==> config.mk <==
export PLATFORM = sky130hd
export DESIGN_NAME = key_pos_decoder
export DESIGN_NICKNAME = d
export VERILOG_FILES = /design/src/rtl/key_pos_decoder.sv
export SDC_FILE = /design/constraint.sdc
export NUM_CORES = 1
export LEC_CHECK = 0
export CAP_MARGIN = 20
export CORE_ASPECT_RATIO = 1.4
export CORE_MARGIN = 10
export CORE_UTILIZATION = 50
export DETAILED_ROUTE_END_ITERATION = 16
export GPL_ROUTABILITY_DRIVEN = 0
export PLACE_DENSITY = 0.85
export REMOVE_ABC_BUFFERS = 1
export SLEW_MARGIN = 20
export SYNTH_ARGS = -nofsm -noshare
export SYNTH_HDL_FRONTEND = slang
export SYNTH_SLANG_ARGS = --single-unit
==> constraint.sdc <==
create_clock -name clk -period 2.9 [get_ports clk]
set_input_delay 0.435 -clock clk [delete_from_list [all_inputs] [get_ports clk]]
set_output_delay 0.435 -clock clk [all_outputs]
set_load 0.005 [all_outputs]
==> src/rtl/key_pos_decoder.sv <==
// key_pos_decoder: maps PS/2 make/break events on numpad or top-row digit
// keys to golf-hole positions 1..9, emits a one-cycle hit pulse per accepted
// press, and rate-limits accepted hits with a cooldown window.
module key_pos_decoder #(
   parameter logic [23:0] COOLDOWN = 24'd1_000_000
) (
   input  logic       clk,
   input  logic       rst,
   input  logic       key_valid,
   input  logic [8:0] key_code,
   input  logic       key_break,
   output logic [3:0] one_pulse_pos,
   output logic       hit,
   output logic [8:0] held_mask,
   output logic [7:0] hit_count,
   output logic [7:0] drop_count
);

   localparam int unsigned HOLES   = 9;
   localparam int unsigned POS_W   = 4;
   localparam int unsigned CNT_W   = 8;
   localparam int unsigned COOL_W  = 24;

   typedef enum logic {
      ST_READY = 1'b0,
      ST_COOL  = 1'b1
   } state_t;

   state_t              state_q, state_d;
   logic [COOL_W-1:0]   cool_q, cool_d;
   logic [POS_W-1:0]    pos_q, pos_d;
   logic                hit_q, hit_d;
   logic [HOLES-1:0]    held_q, held_d;
   logic [CNT_W-1:0]    hit_cnt_q, hit_cnt_d;
   logic [CNT_W-1:0]    drop_cnt_q, drop_cnt_d;

   logic [POS_W-1:0]    hole_c;
   logic [HOLES-1:0]    hole_mask_c;
   logic                new_make_c;
   logic                break_ev_c;

   // Scan-code to hole decode; extended codes never map
   always_comb begin
      hole_c = POS_W'(0);
      if (!key_code[8]) begin
         unique case (key_code[7:0])
            8'h69, 8'h16: hole_c = POS_W'(1);
            8'h72, 8'h1E: hole_c = POS_W'(2);
            8'h7A, 8'h26: hole_c = POS_W'(3);
            8'h6B, 8'h25: hole_c = POS_W'(4);
            8'h73, 8'h2E: hole_c = POS_W'(5);
            8'h74, 8'h36: hole_c = POS_W'(6);
            8'h6C, 8'h3D: hole_c = POS_W'(7);
            8'h75, 8'h3E: hole_c = POS_W'(8);
            8'h7D, 8'h46: hole_c = POS_W'(9);
            default:      hole_c = POS_W'(0);
         endcase
      end
   end

   // One-hot held-mask bit for the decoded hole (zero when unmapped)
   always_comb begin
      hole_mask_c = '0;
      if (hole_c != POS_W'(0)) begin
         hole_mask_c = HOLES'(1) << (hole_c - POS_W'(1));
      end
   end

   // A press only counts if the hole is not already held (typematic filter)
   assign new_make_c = key_valid && !key_break && (hole_mask_c != '0) &&
                       ((held_q & hole_mask_c) == '0);
   assign break_ev_c = key_valid && key_break && (hole_mask_c != '0);

   // Next-state, pulse, counters and held tracking
   always_comb begin
      state_d    = state_q;
      cool_d     = cool_q;
      pos_d      = POS_W'(0);
      hit_d      = 1'b0;
      held_d     = held_q;
      hit_cnt_d  = hit_cnt_q;
      drop_cnt_d = drop_cnt_q;

      if (new_make_c) begin
         held_d = held_q | hole_mask_c;
      end else if (break_ev_c) begin
         held_d = held_q & ~hole_mask_c;
      end

      unique case (state_q)
         ST_READY: begin
            if (new_make_c) begin
               pos_d   = hole_c;
               hit_d   = 1'b1;
               state_d = ST_COOL;
               cool_d  = COOLDOWN - COOL_W'(1);
               if (hit_cnt_q != {CNT_W{1'b1}}) begin
                  hit_cnt_d = hit_cnt_q + CNT_W'(1);
               end
            end
         end
         ST_COOL: begin
            if (new_make_c && (drop_cnt_q != {CNT_W{1'b1}})) begin
               drop_cnt_d = drop_cnt_q + CNT_W'(1);
            end
            if (cool_q == COOL_W'(0)) begin
               state_d = ST_READY;
            end else begin
               cool_d = cool_q - COOL_W'(1);
            end
         end
         default: begin
            state_d = ST_READY;
            cool_d  = COOL_W'(0);
         end
      endcase
   end

   // State and output registers, cleared asynchronously
   always_ff @(posedge clk or negedge rst) begin
      if (!rst) begin
         state_q    <= ST_READY;
         cool_q     <= COOL_W'(0);
         pos_q      <= POS_W'(0);
         hit_q      <= 1'b0;
         held_q     <= '0;
         hit_cnt_q  <= CNT_W'(0);
         drop_cnt_q <= CNT_W'(0);
      end else begin
         state_q    <= state_d;
         cool_q     <= cool_d;
         pos_q      <= pos_d;
         hit_q      <= hit_d;
         held_q     <= held_d;
         hit_cnt_q  <= hit_cnt_d;
         drop_cnt_q <= drop_cnt_d;
      end
   end

   assign one_pulse_pos = pos_q;
   assign hit           = hit_q;
   assign held_mask     = held_q;
   assign hit_count     = hit_cnt_q;
   assign drop_count    = drop_cnt_q;

endmodule

# Yosys cells after proc, flatten, opt, wreduce, memory -nomap -nowiden
# Cells that the tools add are included.
word_totals:
  register_bits: 55
  input_bits: 13
  out_inout_bits: 30
  elab_cells: 77
classes:
  n_addsub: 4
  eq_ne: 22
  shifts: 1
  mux: 14
  bitwise_logic: 5
  n_reduce_logical: 24
op_table:
  columns: ["op", "n"]
  rows:
  - ["8-bit by 7-bit == test with 1-bit output, second input constant", 10]
  - ["8-bit by 6-bit == test with 1-bit output, second input constant", 6]
  - ["24-bit 2-to-1 mux", 2]
  - ["24-bit case mux with 2 select lines", 1]
  - ["4-bit case mux with 9 select lines", 1]
  - ["9-bit 2-to-1 mux", 3]
  - ["24-bit logical NOT", 1]
  - ["24-bit by 1-bit subtractor with 24-bit output, second input constant", 1]
  - ["9-bit bitwise AND", 2]
  - ["2-bit OR reduction", 9]
  - ["8-bit by 1-bit adder with 8-bit output, second input constant", 2]
  - ["8-bit by 5-bit == test with 1-bit output, second input constant", 2]
  - ["8-bit != test, second input constant", 2]
  - ["4-bit 2-to-1 mux", 3]
  - ["9-bit logical NOT", 1]
  - ["9-bit NOT", 1]
  - ["9-bit bitwise OR", 1]
  - ["9-bit nonzero test", 1]
  - ["1-bit by 4-bit left shift with 9-bit output, first input constant", 1]
  - ["1-bit logical AND", 6]
  - ["2-bit != test, second input constant", 2]
  - ["2-bit AND reduction", 2]
  - ["4-bit nonzero test", 1]
  - ["4-bit by 1-bit subtractor with 4-bit output, second input constant", 1]
  - ["other kinds (6)", 8]

# Depth between registers and ports, before layout
# Gate-level depths: netlist of the first run.
depth:
  ltp_word: 12
  mapped_depth: 11
  ltp_nobuf: 9

# Worst setup path before layout of the first run
# OpenSTA, ideal clock, no wires.
synth_timing:
  path_kind: "reg2reg"
  from: "register cool_q[4]"
  to: "register cool_q[17]"
  setup_ps: 134
  t_arrival_ps: 2897
  setup_slack_ps: -131
  stages_incl_launch_ff: 9
  path_buffers: 0
  path_cell_list: "dfrtp_1 -> or4_4 -> or4_4 -> or2_4 -> or3_4 -> or3_1 -> or3_1 -> xor2_1 -> nand2_1"
synth_between:
  elab_chain_len: 3
  elab_cells_between_ends: 6
  cone_classes: "1 x add/sub; 1 x eq/ne; 2 x mux; 2 x reduce/logical"
synth_rtl:
  columns: ["item", "line", "rtl"]
  rows:
  - ["start: declaration", "30", "logic [COOL_W-1:0] cool_q, cool_d;"]
  - ["start signal: assignment", "131", "cool_q <= cool_d;"]
  - ["24-bit by 1-bit subtractor with 24-bit output or 24-bit logical NOT (tied branches)", "109, 106", null]
  - ["24-bit 2-to-1 mux or 2-bit != test (tied branches)", null, null]
  - ["24-bit case mux with 2 select lines or 2-bit AND reduction (tied branches)", null, null]
# Parallel ways exist; a longest one is shown, timed or not. The select of a mux whose other input is x is not followed.
# A chain may end at the register's enable or synchronous reset.

# Worst setup path in the final report of the first run
layout_timing:
  from: "register cool_q[4]"
  to: "register cool_q[22]"
# The elaborated chain is that of the path after synthesis.

==> results.md, run 1 <==
* # diodes at 0
* Synthesized area at 3170 um^2
* Syn Area/Cell at between 9 and 10 um^2
* Std-Cell Core Area at between 6000 and 7000 um^2
* Post-synth top area share at 43.5%
* Die height at 114 um
* CTS sink count at 55
* Relative slew slack at 64.2%
* PnR worst setup slack at -0.0589 ns
* PortBufs at 42
* Synth warn at 0
* Layout Cells excl Fill at 511
* RSZ-0062 raised after global routing: true
* Register area at 1380 um^2
* Max FO, Critical Path at 3
* Final nets at between 400 and 500
* Cell taking the most area after synthesis: dfrtp_1
* Area delta synth->final at 34.9%
* Area of the multi-input gates at 1780 um^2
* Synth cell types at between 50 and 60
* Max-cap violations at 0
* Worst-case clock buffer depth at 2
* Critical R2R Launch: cool_q[4]
* Overflow after GRT at 0
* Syn Inst Count at 340
* Post-synthesis register bit count at 55
* Top cells by area, synth: dfrtp_1 43%, xnor2_1 8.0%, o21ai_0 3.5%, nand2_1 3.4%, nor2_1 3.3%
* CP startpoint: cool_q[4]
* HP Class: input pin to async pin
* Final-layout fill cell count at 451
* Top FF cell, synth: dfrtp_1
* Number of global-route vias before repair at 3,095
* I/O pins at 43
* WP data required at ~3.1 ns
* Slew at the pin with the worst max-slew slack at 0.534 ns
* PwrDens at between 300 and 400 nW/um^2
* CTS tree: yes
* Critical path launch point type: register
* Antenna violations before repair at 0
* Stages on worst setup path at 8
* Detail Route Antenna Nets at 0
* R2r setup slk at -0.06 ns
* CTS H-tree depth at 2
* Worst r2r path cells at 8
* Hold Vio Cnt, Final at 0
* Die area at roughly 10000 um^2
* Final Setup Violations at 2
* Crit-path max cell delay at approximately 0.54 ns
* Residual DRC count at 0
* Drt wl/cell at 17.0 um
* CP Data Arrival Time at 3.18 ns
* CTS Buf Count at 5
* FP Rows at 34
* Starting Density at 51.3%
* Final HPWL DP at 6470 um
* Vias per inst at 5.98
* Worst setup path class: register to register
* Largest net degree at the start of global routing at 56
* Dpl ws at -0.601 ns
* Clk_lat worst skew at 0.32 ns
* Slowest stage cell, crit path: or4_4
* Critical Path Sink Type: register
* Ys async rst share at between 90% and 100%
* Leakage Power at 1.69 nW
* Placed Cells incl. Taps at 502
* WP buf/inv at 0
* Failing checks: negative setup slack
* First-pass GRT wire length at 14,100 um
* Clk pin slew, worst setup/hold paths at 0.11 ns
* Post-synth top cells: 55 x dfrtp_1, 29 x nand2_1, 29 x xnor2_1
* TritonRoute pass-1 iters at 4
* Vias at 3,054
* CP top delay family: simple AND/OR/NAND/NOR gates
* GRT Overall Usage at 17.0%
* CP Cell Sequence: or4_4 > or4_4 > or2_4 > or3_4 > or3_4 > nor4b_4 > xnor2_1 > nor2_2
* Minimum clock period at 2.96 ns
* Sequential share of the synthesized area at a little over two fifths
* Clk root buf: clkbuf_8
* Status: finished with violations
* Fmax achieved at 338 MHz
* Overall power at 1.41 mW
* Iter 0 DRT Violations at 248
* Setup crit end: cool_q[22]
* Final Max Slew Viols at 0
* Final Cycle Share at 102%
* EDFF count, synth at 0
* Layout cell share with drive strength beyond 1 at 24.6%
* Die Wd at ~87 um
* Hold_buf cts at 0
* Most frequent cell after synthesis: dfrtp_1
* Setup Skew at 0.00854 ns
* FF-to-FF End: cool_q[22]
* Drt total wl at 8690 um
* Worst IR drop on VDD at 262 uV
area by class of cell:
cell class	count	share of cell area (%)
Clock buffer	5	1.61
Clock inverter	3	0.674
Sequential cell	55	32.2
Multi-Input combinational cell	261	41.6
Timing Repair Buffer	105	20.9
Tap cell	72	2.11
Inverter	10	0.879
how the worst min path moves through the flow:
stage / startpoint / end / slack [ns]
after floorplan: rst / async pin / 0.14
after global placement: rst / cool_q[10] / 0.45
after detailed placement: rst / cool_q[11] / 0.45
after CTS: rst / cool_q[14] / 0.1
after global routing: rst / cool_q[14] / 0.11
final: rst / cool_q[10] / 0.09
report_power, final:
group,switching (mW),total (mW),internal (mW)
sequential,0.0140,0.793,0.779
combinational,0.0825,0.168,0.0858
clock,0.272,0.451,0.179
layout by cell type (no fill, tap or decap), types with 3 or more instances in the layout:
| cell | count |
|---|---|
| and3_1 | 6 |
| or4_1 | 3 |
| nor2b_1 | 3 |
| a21oi_1 | 6 |
| xor2_1 | 8 |
| buf_4 | 61 |
| clkdlybuf4s50_1 | 33 |
| or2_2 | 3 |
| nand2b_1 | 5 |
| nor4_1 | 5 |
| nand4_1 | 12 |
| inv_1 | 9 |
| dlymetal6s2s_1 | 3 |
| ha_1 | 3 |
| o21ai_0 | 22 |
| nand3_1 | 15 |
| clkbuf_8 | 5 |
| dfrtp_1 | 55 |
| or3_4 | 3 |
| nor2_1 | 28 |
| mux2_2 | 4 |
| xnor2_1 | 29 |
| or3_1 | 8 |
| a211o_1 | 3 |
| clkbuf_2 | 3 |
| nor3_1 | 12 |
| and2_1 | 3 |
| nand2_1 | 27 |
| nand3b_1 | 5 |
| or4_4 | 3 |
stage by stage:
| step | TNS, ns | util (%) | hold slack (ns) | instance area [um^2] |
|---|---|---|---|---|
| after CTS | -0.184 | 68.7 | 0.0989 | 4240 |
| after floorplan | -10.90 | - | 0.139 | 3110 |
| after detailed placement | -24.59 | 66.4 | 0.454 | 4100 |
| after global routing | -0.340 | 69.2 | 0.109 | 4270 |
| after global placement | -20.40 | 66.4 | 0.448 | 4100 |
| final | -0.0769 | 69.2 | 0.0941 | 4270 |
metal layers:
layer	wire length (um)	track usage, %
met4	328	9.06
met2	4550	30.3
met1	3380	18.1
met3	422	3.49
met5	0	0
kinds of logic (layout without fill, tap and decap cells):
kind of cell / after synthesis / in the layout / synth area share [%]
AND/OR/NAND/NOR: 160 / 160 / 28.7
AO/OA/AOI/OAI: 56 / 56 / 11.7
flip-flops: 55 / 55 / 43.5
XOR/XNOR: 37 / 37 / 10.2
buffers and inverters: 24 / 123 / 2.92
multiplexers: 5 / 5 / 1.74
adder cells (fa/ha/maj): 3 / 3 / 1.19
repair_timing:
item                       4_1_cts  5_1_grt
setup endpoints to repair       52       38
resized for setup               16       17
setup buffers                    1        0
pin swaps                       12       11
No activity file was read; power rests on OpenSTA's default activity.
==> run 2, diff against run 1 <==
--- a/config.mk
+++ b/config.mk
@@ -7,11 +7,10 @@
 export LEC_CHECK = 0
 export CAP_MARGIN = 20
 export CORE_ASPECT_RATIO = 1.4
-export CORE_MARGIN = 10
 export CORE_UTILIZATION = 50
 export DETAILED_ROUTE_END_ITERATION = 16
 export GPL_ROUTABILITY_DRIVEN = 0
-export PLACE_DENSITY = 0.85
+export PLACE_DENSITY_LB_ADDON = 0.12
 export REMOVE_ABC_BUFFERS = 1
 export SLEW_MARGIN = 20
 export SYNTH_ARGS = -nofsm -noshare
==> run 2 against run 1 <==
  * The run still ends with negative setup slack left
  * Maximum frequency shrank 1.2%
  * Worst setup slack lost 0.035 ns
  * Wire length shrank 9.8%
  * Largest cell class unchanged
  * Largest power group unchanged
==> results.md, run 2 (synthesis results as in run 1) <==
* Number of global-route vias before repair at 2,849
* CP Cell Sequence: or4_4 > or4_4 > or2_4 > or3_4 > or3_4 > or3_4 > xor2_2 > nand2_1
* First-pass GRT wire length at 12,800 um
* DRT met1 WL at 3230 um
* Residual DRC count at 0
* Met3 wire len at 248 um
* Critical path launch point type: register
* PnR worst setup slack at -0.0943 ns
* Register area at 1380 um^2
* Final HPWL DP at 5870 um
* Minimum clock period at 2.99 ns
* Final-layout fill cell count at 449
* Std-Cell Core Area at roughly 6000 um^2
* Setup Skew at 0.0105 ns
* Max Used Layer: met4
* Most frequent cells in the layout: 60 x buf_4, 55 x dfrtp_1, 34 x clkdlybuf4s50_1
* Starting Density at 52.9%
* Dpl ws at -0.608 ns
* PwrDens at 319 nW/um^2
* CP Data Arrival Time at 3.20 ns
* Met2 routed WL at 4080 um
* Switch share at between 20% and 30%
* CTS tree: yes
* Final Max Slew Viols at 0
* I/O pins at 43
* Layout Cells excl Fill at 509
* Clk_lat worst skew at 0.31 ns
* Worst setup path class: register to register
* Final setup TNS at -0.126 ns
* Final Cycle Share at 103%
* Sequential share of power at 58.0%
* Antenna violations before repair at 0
* Leakage Power at 1.69 nW
* Relative slew slack at between 40% and 50%
* Worst r2r path cells at 8
* Clk pin slew, worst setup/hold paths at 0.09 ns
* Critical Path Sink Type: register
* Total internal power at 1.03 mW
* Max-cap violations at 0
* Hold Vio Cnt, Final at 0
* RSZ-0062 raised after global routing: true
* Hold_ws at around 0.21 ns
* CTS Buf Count at 5
* Die height at 96.2 um
* Share of total power in the clock network at 30.0%
* # diodes at 0
* CTS sink count at 55
* Drt wl/cell at 15.4 um
* Max FO, Critical Path at 3
* HP Class: input pin to async pin
* Status: finished with violations
* Die Wd at a little under 70 um
* Logic pwr share at 12.0%
* Vias at 2,909
* Crit-path max cell delay at between 0.5 and 0.6 ns
* Crit path top cell by count: or3_4
* Hold_buf cts at 0
* Final nets at about 450
* Area of the multi-input gates at 1800 um^2
* FP Rows at 33
* Worst IR drop on VDD at 278 uV
* Clk root buf: clkbuf_8
* Detail Route Antenna Nets at 0
* Slowest stage cell, crit path: or4_4
* Worst-case clock buffer depth at 2
* Final Setup Violations at 2
* Most common cell after layout, fill and taps aside: buf_4
* TritonRoute pass-1 iters at 4
* Overflow after GRT at 0
* PortBufs at between 40 and 50
* Iter 0 DRT Violations at 128
* Failing checks: negative setup slack
* Vias per inst at ~5.7
* Layout cell share with drive strength beyond 1 at 24.8%
* Die area at 6660 um^2
* CTS H-tree depth at 2
* Fmax achieved at 334 MHz
* Placed Cells incl. Taps at 497
* Slew at the pin with the worst max-slew slack at 0.824 ns
* Psw at 332 uW
* Drt total wl at 7830 um
* WP data required at a little over 3 ns
* GRT Overall Usage at approximately a quarter
* Area delta synth->final at 35.0%
* Largest net degree at the start of global routing at 38
-- run 2: cell types whose count changed in the layout (fill, tap and decap cells not counted), sizes merged --
cell           before  now
inv                11   10
dlymetal6s2s        3    2
buf                64   65
clkbuf              8    9
clkdlybuf4s50      33   34
clkinv              2    1
-- run 2: metrics by stage --
step                area [um^2]  util (%)  total power, mW
floorplan                  3110         -            0.854
global placement           4070      68.0            0.962
detailed placement         4070      68.0            0.965
CTS                        4200      70.1             1.38
global route               4270      71.4             1.44
finish                     4270      71.4             1.37
-- run 2: worst paths after layout --
kind	from	end	slack, ns
setup / recovery	cool_q[6]	cool_q[17]	-0.09
hold / removal	rst	cool_q[23]	0.21
setup reg to reg	cool_q[6]	cool_q[17]	-0.09
hold reg to reg	drop_count[6]	drop_count[6]	0.50
max in group asynchronous	rst	cool_q[2]	1.98
min in group clk	drop_count[6]	drop_count[6]	0.50
-- run 2: power groups by stage --
stage | Clock, mW | Sequential [mW] | Combinational [mW]
final | 0.410 | 0.792 | 0.163
after global routing | 0.465 | 0.794 | 0.181
after CTS | 0.431 | 0.793 | 0.159
after detailed placement | 0 | 0.808 | 0.157
after global placement | 0 | 0.807 | 0.155
after floorplan | 0 | 0.807 | 0.0467
-- run 2: area by class of cell --
cell class	count	area share, %
timing repair buffer	105	21.0
tap	70	2.05
sequential	55	32.2
multi-input combinational	261	42.0
inverter	10	0.878
clock buffer	7	1.79
clock inverter	1	0.117
-- run 2: per-layer routing --
layer,global-route usage [%],vias up
met5,0,-
met4,12.9,0
met3,3.87,18
met2,45.4,63
met1,27.1,1410
li1,-,1418
-- run 2: critical path: cells and delay by family (launching register included) --
family	cells	cell delay, ns
and+or+nand+nor	7	2.38
DFF	1	0.39
xor gates and xnor gates	1	0.13
-- run 2: what timing repair did --
action | in CTS | in global routing
gates cloned | 0 | 0
setup endpoints to repair | 49 | 30
pin swaps | 8 | 9
resized for setup | 17 | 20
buffers inserted | 1 | 3
==> run 3, diff against run 2 <==
--- a/config.mk
+++ b/config.mk
@@ -7,7 +7,7 @@
 export LEC_CHECK = 0
 export CAP_MARGIN = 20
 export CORE_ASPECT_RATIO = 1.4
-export CORE_UTILIZATION = 50
+export CORE_UTILIZATION = 59
 export DETAILED_ROUTE_END_ITERATION = 16
 export GPL_ROUTABILITY_DRIVEN = 0
 export PLACE_DENSITY_LB_ADDON = 0.12
==> constraint.sdc (replaced) <==
create_clock -name clk -period 3.6 [get_ports clk]
set_input_delay 0.54 -clock clk [delete_from_list [all_inputs] [get_ports clk]]
set_output_delay 0.54 -clock clk [all_outputs]
set_load 0.005 [all_outputs]
==> run 3 against run 2 <==
  * The flow now finishes without violations
  * Die area shrank 15%
  * Global-route usage grew 5.4 points
  * Core utilization grew 7.4 points
  * Design area shrank 4.9%
  * Power shrank 18%
  * Hold slack gained 0.085 ns
  * Cell count shrank 4.7%
  * Critical path type is now input pin to register
  * Largest cell class unchanged
  * Highest routed layer unchanged
==> results.md, run 3 (synthesis results as in run 1) <==
* Status: finished, final reports clean
* Clk_lat worst skew at around 0.31 ns
* Iter 0 DRT Violations at 114
* CTS Buf Count at 5
* CP Data Arrival Time at about 3.6 ns
* Clk root buf: clkbuf_8
* GRT Overall Usage at 29.9%
* Max-cap violations at 0
* Final Cycle Share at 95.4%
* FF-to-FF End: cool_q[23]
* Drt wl/cell at 16.8 um
* RSZ-0062 raised after global routing: false
* Critical path launch point type: input pin
* Die area at 5670 um^2
* Worst-case clock buffer depth at 2
* Layout Cells excl Fill at 485
* WP data required at approximately 3.8 ns
* I/O pins at between 40 and 50
* Worst setup path class: input pin to register
* Minimum clock period at 3.43 ns
* FP Rows at 31
* CTS H-tree depth at 2
* Starting Density at 61.4%
* Worst IR drop on VDD at about 370 uV
* R2r setup slk at about 0.37 ns
* CTS sink count at 55
* Number of global-route vias before repair at about 2,900
* Final Max Slew Viols at 0
* First-pass GRT wire length at 13,000 um
* Overflow after GRT at 0
* Most common cell after layout, fill and taps aside: dfrtp_1
* Vias at 2,918
* PortBufs at 42
* Clk pin slew, worst setup/hold paths at 0.10 ns
* Vias per inst at 6.02
* Area delta synth->final at 28.4%
* TritonRoute pass-1 iters at 4
* Drt total wl at 8160 um
* CTS tree: yes
* Critical R2R Launch: cool_q[4]
* Hold_ws at 0.298 ns
* Placed Cells incl. Taps at 476
* Fin util at about 79%
* Antenna violations before repair at 0
* Die Wd at 63.9 um
* Final HPWL DP at 5920 um
* Most frequent cells in the layout: 55 x dfrtp_1, 42 x buf_4, 41 x clkdlybuf4s50_1
* Leakage Power at 1.54 nW
* Fmax achieved at ~290 MHz
* Layout cell share with drive strength beyond 1 at 17.4%
* Final Setup Violations at 0
* Largest net degree at the start of global routing at 39
* Std-Cell Core Area at 5160 um^2
* Die height at around 89 um
* Final nets at 434
* Worst r2r path cells at 8
* Hold Vio Cnt, Final at 0
* Residual DRC count at 0
* Setup Skew at 0.00612 ns
* Overall power at 1.12 mW
* HP Class: input pin to async pin
* Max FO, Critical Path at 10
* # diodes at 0
* Critical Path Sink Type: register
* Hold_buf cts at 0
* Detail Route Antenna Nets at 0
* PwrDens at 276 nW/um^2
* Slew at the pin with the worst max-slew slack at between 0.8 and 0.9 ns
* Relative slew slack at 46.5%
[run 3: changes by cell type in the layout (fill, tap and decap cells not counted), moves of 3 or more]
cell / before / now
buf_4: 60 / 42
clkinvlp_4: 0 / 3
or3_4: 5 / 2
clkdlybuf4s50_1: 34 / 41
or3_1: 6 / 9
[run 3: where the power goes]
part           switching (mW)  internal, mW  total (mW)
Sequential             0.0104         0.627       0.638
Clock                   0.212         0.140       0.352
Combinational          0.0632        0.0678       0.131
[run 3: layout make-up]
type | instances | area [um^2]
multi-input cells | 261 | 1720
flip-flops and latches | 55 | 1380
fillers | 349 | 1090
repair buffers | 85 | 751
well taps | 66 | 82.6
clock buffers | 5 | 68.8
inverters | 10 | 41.3
clock inverters | 3 | 23.8
[run 3: metal layers]
layer	up-vias	part of all wire [%]	track usage, %	wire length, um
met2	107	52	54.4	4270
met3	34	4.6	3.87	377
met1	1399	38	32.9	3120
met5	-	0	0	0
met4	0	4.9	18.8	397
li1	1378	-	-	-
[run 3: worst max-delay path by stage]
stage,from,endpoint,slack [ns],cells after the start
after CTS,key_code[6],one_pulse_pos[2],0.14,10
final,key_code[6],drop_count[1],0.17,12
after global routing,key_code[6],cool_q[12],0.02,13
after global placement,key_code[0],one_pulse_pos[2],-0.31,10
after detailed placement,key_code[6],one_pulse_pos[2],-0.44,10
after floorplan,key_code[0],one_pulse_pos[2],0.01,9
[run 3: metrics by stage]
| stage | area (um^2) | TNS (ns) | setup slack [ns] |
|---|---|---|---|
| final | 4070 | 0 | 0.167 |
| after global routing | 4070 | 0 | 0.0185 |
| after CTS | 4020 | 0 | 0.145 |
| after detailed placement | 3930 | -11.46 | -0.438 |
| after global placement | 3930 | -6.30 | -0.305 |
| after floorplan | 3110 | 0 | 0.0132 |
[run 3: timing repair]
item                       4_1_cts  5_1_grt
gates resized for setup          1        4
setup endpoints to repair       14       13
setup buffers                    0        1
[run 3: critical path: stages]
cell	delay [ns]
clkdlybuf4s50_1	0.62
buf_4	0.16
and3b_1	0.19
a21oi_1	0.10
o311ai_0	0.53
buf_4	0.22
o21ai_0	0.07
a311oi_1	0.43
a31oi_1	0.12
buf_4	0.20
nand3_1	0.12
mux2_2	0.34
